### src/rtl/prog_loader_pkg.sv
// rtl/prog_loader_pkg.sv - shared SAP widths and checksum helper for the program loader
//
// Purpose : widths shared by the control unit, the datapath and the loader,
//           plus the 8-bit wrap-around checksum test used at the end of a load.
// Ports   : none (package).
package prog_loader_pkg;

  // RAM address width; also the width of the IR operand field.
  localparam int SAP_ADDR_W = 8;
  // RAM word width: {opcode, operand}.
  localparam int SAP_WORD_W = 16;

  // A load is good when the running sum plus the CSUM byte wraps to zero.
  function automatic logic csum_ok(input logic [7:0] sum, input logic [7:0] csum);
    logic [7:0] total;
    total = sum + csum;
    return (total == 8'h00);
  endfunction

endpackage

### src/rtl/prog_loader.sv
// rtl/prog_loader.sv - serial-link program loader writing words into SAP RAM
//
// Purpose : accepts LEN, LEN x {HI, LO}, CSUM over a valid/ready byte link,
//           writes each word to RAM and holds the CPU in reset until a load
//           completes with a good checksum.
// Ports   : clk, rst        - clock, synchronous active-high reset
//           in_data/in_valid/in_ready - serial-link byte handshake
//           reload          - restart a load from DONE or ERR
//           ram_we/ram_addr/ram_wdata - RAM write port
//           cpu_rst         - registered reset to the control unit and datapath
//           done/err        - result of the last load
module prog_loader
  import prog_loader_pkg::*;
#(
  parameter int                ADDR_W    = SAP_ADDR_W,
  parameter logic [ADDR_W-1:0] BASE_ADDR = '0
) (
  input  logic                  clk,
  input  logic                  rst,
  input  logic [7:0]            in_data,
  input  logic                  in_valid,
  output logic                  in_ready,
  input  logic                  reload,
  output logic                  ram_we,
  output logic [ADDR_W-1:0]     ram_addr,
  output logic [SAP_WORD_W-1:0] ram_wdata,
  output logic                  cpu_rst,
  output logic                  done,
  output logic                  err
);

  typedef enum logic [2:0] {
    S_LEN,
    S_HI,
    S_LO,
    S_WRITE,
    S_CSUM,
    S_DONE,
    S_ERR
  } state_t;

  state_t            state, state_next;
  logic [7:0]        count;
  logic [7:0]        sum;
  logic [7:0]        hi_byte;
  logic [ADDR_W-1:0] addr;
  logic              accept;

  assign accept = in_valid && in_ready;

  always_ff @(posedge clk) begin
    if (rst) begin
      state     <= S_LEN;
      cpu_rst   <= 1'b1;
      count     <= 8'h00;
      sum       <= 8'h00;
      hi_byte   <= 8'h00;
      addr      <= BASE_ADDR;
      ram_addr  <= BASE_ADDR;
      ram_wdata <= '0;
    end else begin
      state   <= state_next;
      // Registered from the next state so the CPU sees a clean edge.
      cpu_rst <= (state_next != S_DONE);
      case (state)
        S_LEN: begin
          if (accept) begin
            count <= in_data;
            sum   <= in_data;
            addr  <= BASE_ADDR;
          end
        end
        S_HI: begin
          if (accept) begin
            hi_byte <= in_data;
            sum     <= sum + in_data;
          end
        end
        S_LO: begin
          // The RAM port registers are loaded here so they are valid during
          // WRITE and hold their value afterwards.
          if (accept) begin
            ram_wdata <= {hi_byte, in_data};
            ram_addr  <= addr;
            sum       <= sum + in_data;
          end
        end
        S_WRITE: begin
          addr  <= addr + ADDR_W'(1);
          count <= count - 8'd1;
        end
        default: begin
        end
      endcase
    end
  end

  always_comb begin
    state_next = state;
    in_ready   = 1'b0;
    ram_we     = 1'b0;
    done       = 1'b0;
    err        = 1'b0;
    case (state)
      S_LEN: begin
        in_ready = 1'b1;
        if (accept) state_next = S_HI;
      end
      S_HI: begin
        in_ready = 1'b1;
        if (accept) state_next = S_LO;
      end
      S_LO: begin
        in_ready = 1'b1;
        if (accept) state_next = S_WRITE;
      end
      S_WRITE: begin
        ram_we = 1'b1;
        // LEN=0 starts count at 0 and wraps through FF..1, giving 256 words.
        state_next = (count == 8'd1) ? S_CSUM : S_HI;
      end
      S_CSUM: begin
        in_ready = 1'b1;
        if (accept) state_next = csum_ok(sum, in_data) ? S_DONE : S_ERR;
      end
      S_DONE: begin
        done = 1'b1;
        if (reload) state_next = S_LEN;
      end
      S_ERR: begin
        err = 1'b1;
        if (reload) state_next = S_LEN;
      end
      default: state_next = S_LEN;
    endcase
  end

endmodule

### config.mk
export PLATFORM = sky130hd
export DESIGN_NAME = prog_loader
export DESIGN_NICKNAME = d
export VERILOG_FILES = /design/src/rtl/prog_loader_pkg.sv /design/src/rtl/prog_loader.sv
export SDC_FILE = /design/constraint.sdc
export NUM_CORES = 1
export LEC_CHECK = 0
export CAP_MARGIN = 20
export CORE_UTILIZATION = 54
export DETAILED_ROUTE_END_ITERATION = 8
export PLACE_DENSITY = 0.75
export SLEW_MARGIN = 10
export SYNTH_ARGS = -nofsm -noshare
export SYNTH_HDL_FRONTEND = slang
export SYNTH_SLANG_ARGS = --single-unit
### constraint.sdc
create_clock -name clk -period 3.25 [get_ports clk]
set_clock_uncertainty 0.15 [all_clocks]
set_input_delay 0.65 -clock clk [delete_from_list [all_inputs] [get_ports clk]]
set_output_delay 0.65 -clock clk [all_outputs]
set_load 0.02 [all_outputs]
==> results of run 1 <==
power groups by stage:
stage	Clock, mW	Sequential [mW]	Combinational (mW)
floorplan	0	0.799	0.216
global placement	0	0.800	0.307
detailed placement	0	0.801	0.309
CTS	0.701	0.785	0.311
global route	0.738	0.789	0.345
finish	0.701	0.785	0.315
registers in the layout (all words and copies together) (netlist names):
| name | cells |
|---|---|
| addr | 8 |
| sum | 8 |
| ram_wdata | 16 |
| count | 8 |
| ram_addr | 8 |
| cpu_rst | 1 |
| hi_byte | 8 |
| state | 3 |
area by class of cell:
type,count,area share
multi-input combinational,291,0.450
sequential,60,0.323
timing repair buffer,58,0.143
clock buffer,14,0.0465
tap,70,0.0236
clock inverter,1,0.00809
inverter,5,0.00505
Yosys cell counts (all sizes together), types with 4 or more instances:
cell,n
nand3,11
clkbuf,17
inv,4
a21oi,60
buf,4
o21a,4
o21ai,7
nand3b,4
a311oi,5
ha,10
nand2,90
nor3,7
or3,5
dfxtp,60
nor2,27
and3,5
kinds of logic after synthesis:
| kind of cell | after synthesis |
|---|---|
| XOR/XNOR | 4 |
| multiplexers | 2 |
| buffers and inverters | 26 |
| adder cells (fa/ha/maj) | 11 |
| flip-flops | 60 |
| AND/OR/NAND/NOR | 175 |
| AO/OA/AOI/OAI | 99 |
worst min-delay path: cells and delay by family, from the launching register on:
| kind | cells | cell delay (ns) |
|---|---|---|
| compound gates | 1 | 0.05 |
| flops | 1 | 0.31 |
| simple gates | 1 | 0.05 |
routing by layer:
layer | up-vias | share of wire | track usage
met1 | 1297 | 0.46 | 0.303
met3 | 18 | 0.032 | 0.0407
li1 | 1432 | - | -
met2 | 70 | 0.49 | 0.456
met5 | - | 0 | 0
met4 | 0 | 0.023 | 0.138
per-stage QoR:
step / instance area, um^2 / util
final: 3710 / 0.713
after global routing: 3710 / 0.713
after CTS: 3710 / 0.713
after detailed placement: 3510 / 0.675
after global placement: 3510 / 0.675
after floorplan: 2970 / -
worst max path at each step:
stage	start	to	slack, ns	depth (start not counted)
3_5_place_dp	in_data[0]	state[1]	-0.06	9
6_report	in_data[0]	state[1]	0.28	9
2_1_floorplan	in_data[0]	sum[6]	0.59	7
5_1_grt	in_data[0]	state[1]	0.18	9
3_3_place_gp	in_data[0]	state[0]	0.04	9
4_1_cts	in_data[0]	state[1]	0.28	9
==> reports/qor.csv, run 1 <==
stage,metric,value,unit
critical_path,Reg2Reg Setup Slack,0.74,ns
critical_path,buffer and inverter count on the worst path,2,
clock_network,setup bufs post-CTS,0,
yosys,syn nets,400,
die,core area,5200,um^2
run_status,status,"complete, no violations",
layout,final std cells w/o fill,499,
min_path,Min-Delay Endpoint,ram_addr[3],
global_route,first-pass GRT wire length,11900,um
sta,Final TNS setup,0,ns
drt,drt via density,5.65,
yosys,Synth Area in Compound Gates,0.212,
yosys,ys async rst share,0,
yosys,simple-gate share of the synthesized area,0.281,
critical_path,R2R depth,8,
yosys,Post-Syn Instances,377,
clock_network,post-CTS sizing,0,
sta,worst hold slack,0.302,ns
drt,TritonRoute pass-1 iters,4,
power_and_ir_drop,Tot Pwr,1.80,mW
critical_path,CP Cell Sequence,clkdlybuf4s50_1 > ha_1 > fa_1 > a211o_1 > and3_1 > o311ai_2 > buf_4 > nor4_1 > a311oi_1,
yosys,post-synthesis cell area,2970,um^2
drt,DRT iter0 DRCs,117,
placement,routability cong.,0.912,
yosys,Netlist cell types,53,
power_and_ir_drop,Sw Pwr,0.495,mW
sta,Final Hold Fails,0,
clock_network,CTS tree,built,
sta,Period minus WS final,2.97,ns
sta,unrepaired setup endpoints after global routing,no,
placement,pre-CTS WS,-0.0625,ns
layout,synth-to-layout area growth,25.0,%
clock_network,Post-CTS Hold Buffers,0,
yosys,main area contributors after synthesis,"dfxtp_1, nand2_1, a21oi_1, ha_1, nor2_1",
sta,Worst-Margin Slew,0.802,ns
critical_path,Critical-path top delay cell,clkdlybuf4s50_1,
yosys,post-synthesis mux area share,0.00758,
power_and_ir_drop,Reg power frac,0.436,
sta,Final setup violation count,0,
critical_path,Crit path max-delay family,compound AO/OA/AOI/OAI gates,
drt,detailed-route via count,2817,
power_and_ir_drop,Logic pwr share,0.175,
yosys,"FF+latch count, synth",60,
critical_path,Crit. End Element,flip-flop,
yosys,synth warn,0,
global_route,initial antenna violation count,0,
placement,port bufs,40,
global_route,total track usage,0.260,
yosys,XOR/XNOR Fraction of Synth Area,0.0118,
global_route,Congestion Overflow GR,0,
sta,PnR worst setup slack,0.277,ns
sta,FMAX,336,MHz
power_and_ir_drop,Net Sw Frac,0.275,
clock_network,clock root cell,clkbuf_8,
power_and_ir_drop,VDD IR max,0.318,mV
clock_network,H-tree Lvls,3,
global_route,largest net degree at the start of global routing,44,
die,Die X,76.2,um
critical_path,worst r2r dst,state[1],
layout,most frequent cells in the layout,"nand2_1, a21oi_1, dfxtp_1, clkdlybuf4s50_1, nor2_1",
yosys,leading area contributor after synthesis,dfxtp_1,
layout,Ant. Diodes,0,
die,die area,5800,um^2
sta,max-slew violations,0,
placement,placed cells,484,
layout,layout cell share with drive strength beyond 1,0.112,
layout,Total Nets Final,448,
drt,DRC,0,
critical_path,critical path startpoint category,input port,
critical_path,CP Class,in2reg,
critical_path,slowest cell delay on critical path,0.44,ns
clock_network,"Reg clk slew, reported paths",0.07,ns
clock_network,CTS Buf Count,9,
layout,Register Area,1200,um^2
die,die height,76.2,um
die,Initial Utilization,0.571,
flow_run,Max-Cap Viols,0,
layout,area of the multi-input gates,1670,um^2
drt,total wire length,7230,um
critical_path,WP data arrival,3.06,ns
yosys,sequential fraction of the synthesis area,0.404,
global_route,vias in the first global route,2559,
die,IO Pins,41,
critical_path,worst r2r src,sum[0],
power_and_ir_drop,Clk pwr share,0.389,
yosys,Synth Flop Type,dfxtp_1,
die,Rows,26,
clock_network,CTS sink cnt,60,
sta,Slew headroom,0.465,
power_and_ir_drop,Pint,1.31,mW
yosys,top cell type's share of synthesized area,0.404,
yosys,Synth Area in Adders,0.0488,
critical_path,Worst Path Required,3.34,ns
drt,WL per Instance,14.5,um
drt,Routed Antenna Nets,0,
layout,# fillers,441,
critical_path,Critical Path Fanout Max,3,
power_and_ir_drop,Power Density,485,nW/um^2
clock_network,CTS Buffer Depth,2,
power_and_ir_drop,leakage,1.36,nW
sta,part of the cycle the worst path needs,0.915,
yosys,dominant combinational cell family by area after synthesis,simple AND/OR/NAND/NOR gates,
yosys,number of enable flip-flop cells after synthesis,0,
layout,"commonest non-fill, non-tap cell in the layout",nand2_1,
clock_network,Worst-Skew Late Latency,0.34,ns
placement,HPWL Detailed,5220,um
min_path,Hold Crit Class,reg2reg,
min_path,hold depth,2,
yosys,Syn Area/Cell,7.88,um^2
min_path,Worst Min Path Start,ram_addr[3],
(Power assumes the default switching activity.)
==> run 2, diff against run 1 <==
Clock period 3.25 ns to 2.8 ns, I/O delays scaled along.
==> reports/qor.csv, run 2 (synthesized netlist as in run 1, its figures left out) <==
stage,metric,value,unit,change
layout,area of the multi-input gates,1700,um^2,+1.5%
sta,worst hold slack,0.296,ns,-0.00657 ns
clock_network,CTS Buf Count,9,,unchanged
critical_path,Critical-path top delay cell,clkdlybuf4s50_1,,
power_and_ir_drop,VDD IR max,0.352,mV,+11%
critical_path,Reg2Reg Setup Slack,0.41,ns,-0.33 ns
sta,FMAX,367,MHz,
drt,WL per Instance,14.9,um,+3.1%
global_route,initial antenna violation count,0,,unchanged
drt,DRC,0,,unchanged
die,die area,5800,um^2,unchanged
layout,layout cell share with drive strength beyond 1,0.150,,+0.0378
clock_network,clock root cell,clkbuf_8,,
placement,placed cells,495,,+2.3%
min_path,hold depth,2,,unchanged
sta,Final TNS setup,0,ns,unchanged
sta,Worst-Margin Slew,0.505,ns,-0.297 ns
clock_network,Worst-Skew Late Latency,0.33,ns,about the same
layout,Total Nets Final,459,,+2.5%
placement,port bufs,40,,unchanged
sta,part of the cycle the worst path needs,0.973,,
layout,Ant. Diodes,0,,unchanged
layout,final design utilization,0.731,,+0.0180
sta,Final setup violation count,0,,unchanged
critical_path,slowest cell delay on critical path,0.53,ns,+0.09 ns
critical_path,CP Class,in2reg,,
layout,number of flip-flops in the largest register,16,,unchanged
placement,HPWL Detailed,5670,um,+8.6%
sta,max-slew violations,0,,unchanged
layout,"commonest non-fill, non-tap cell in the layout",nand2_1,,
clock_network,"Reg clk slew, reported paths",0.07,ns,about the same
drt,TritonRoute pass-1 iters,4,,unchanged
clock_network,CTS sink cnt,60,,unchanged
placement,routability cong.,0.931,,+2.1%
min_path,Min-Delay Endpoint,ram_wdata[8],,
clock_network,CTS tree,built,,
drt,drt via density,5.61,,-0.65%
min_path,Worst Min Path Start,hi_byte[0],,
run_status,status,"complete, no violations",,
global_route,Congestion Overflow GR,0,,unchanged
die,Rows,26,,unchanged
layout,# fillers,427,,-3.2%
die,Die X,76.2,um,unchanged
power_and_ir_drop,Tot Pwr,2.06,mW,+14%
critical_path,Crit. End Element,flip-flop,,
drt,Routed Antenna Nets,0,,unchanged
global_route,total track usage,0.278,,+0.0180
layout,final std cells w/o fill,511,,+2.4%
critical_path,worst r2r dst,cpu_rst,,
die,Initial Utilization,0.571,,unchanged
critical_path,Worst Path Required,2.86,ns,-0.48 ns
clock_network,CTS Buffer Depth,2,,unchanged
critical_path,CP Cell Sequence,clkdlybuf4s50_1 > ha_2 > nor3b_1 > a311o_1 > or4b_4 > a2111oi_4 > o21ai_1,,
min_path,Hold Crit Class,reg2reg,,
layout,most frequent cells in the layout,"nand2_1, a21oi_1, dfxtp_1, clkdlybuf4s50_1, buf_4",,
sta,Period minus WS final,2.73,ns,
global_route,vias in the first global route,2727,,+6.6%
clock_network,H-tree Lvls,3,,unchanged
critical_path,worst r2r src,sum[1],,
layout,synth-to-layout area growth,28.1,%,
global_route,largest net degree at the start of global routing,28,,-36%
power_and_ir_drop,Power Density,540,nW/um^2,+11%
critical_path,critical path startpoint category,input port,,
flow_run,Max-Cap Viols,0,,unchanged
die,IO Pins,41,,unchanged
sta,Final Hold Fails,0,,unchanged
global_route,first-pass GRT wire length,12800,um,+7.5%
drt,DRT iter0 DRCs,125,,+6.8%
die,core area,5200,um^2,unchanged
drt,detailed-route via count,2866,,+1.7%
critical_path,Critical Path Fanout Max,7,,+4
drt,total wire length,7630,um,+5.6%
layout,Register Area,1200,um^2,unchanged
critical_path,WP data arrival,2.79,ns,-0.27 ns
sta,unrepaired setup endpoints after global routing,no,,
power_and_ir_drop,leakage,1.42,nW,+4.2%
layout,"Most flops, register",ram_wdata,,
critical_path,R2R depth,6,,-2
die,die height,76.2,um,unchanged
sta,Slew headroom,0.663,,+0.198
clock_network,Post-CTS Hold Buffers,0,,unchanged
-- run 2: per-layer routing --
metal,part of all wire,routed length (um),GRT usage
met3,0.046,348,0.0431
met4,0.013,102,0.112
met5,0,0,0
met1,0.43,3290,0.340
met2,0.51,3890,0.486
-- run 2: worst max-delay path by stage --
stage                     from       end  slack [ns]
finish              in_data[5]   cpu_rst        0.07
global route        in_data[5]   cpu_rst        0.03
floorplan           in_data[0]    sum[6]        0.23
global placement    in_data[0]  state[1]       -0.32
CTS                 in_data[1]   cpu_rst       0.004
detailed placement  in_data[0]   cpu_rst       -0.35
-- run 2: where the power goes --
part | total (mW) | internal [mW] | switching [mW] | leakage (nW)
clock | 0.743 | 0.407 | 0.337 | 0.0931
combinational | 0.400 | 0.172 | 0.228 | 0.840
sequential | 0.913 | 0.887 | 0.0258 | 0.488
-- run 2: area by class of cell --
type | instances | share of cell area
clock buffer | 11 | 0.0345
clock inverter | 5 | 0.0138
inverter | 5 | 0.00493
multi-input combinational | 291 | 0.446
sequential | 60 | 0.315
tap | 70 | 0.0230
timing repair buffer | 69 | 0.162
-- run 2: critical path, delay by kind of cell --
kind	cells	cell delay (ns)
AO/OA/AOI/OAI	3	0.70
AND/OR/NAND/NOR	2	0.66
buffers and inverters	1	0.53
adder cells (fa/ha/maj)	1	0.33
-- run 2: what timing repair did --
action / CTS / global route
setup endpoints to repair: 2 / 4
pin swaps: 0 / 4
resized for setup: 1 / 9
buffers inserted: 0 / 0
-- run 2: metrics by stage --
stage          instance area [um^2]  worst slack, ns
6_report                       3810           0.0745
5_1_grt                        3810           0.0278
4_1_cts                        3780          0.00420
3_5_place_dp                   3590           -0.349
3_3_place_gp                   3590           -0.315
2_1_floorplan                  2970            0.227
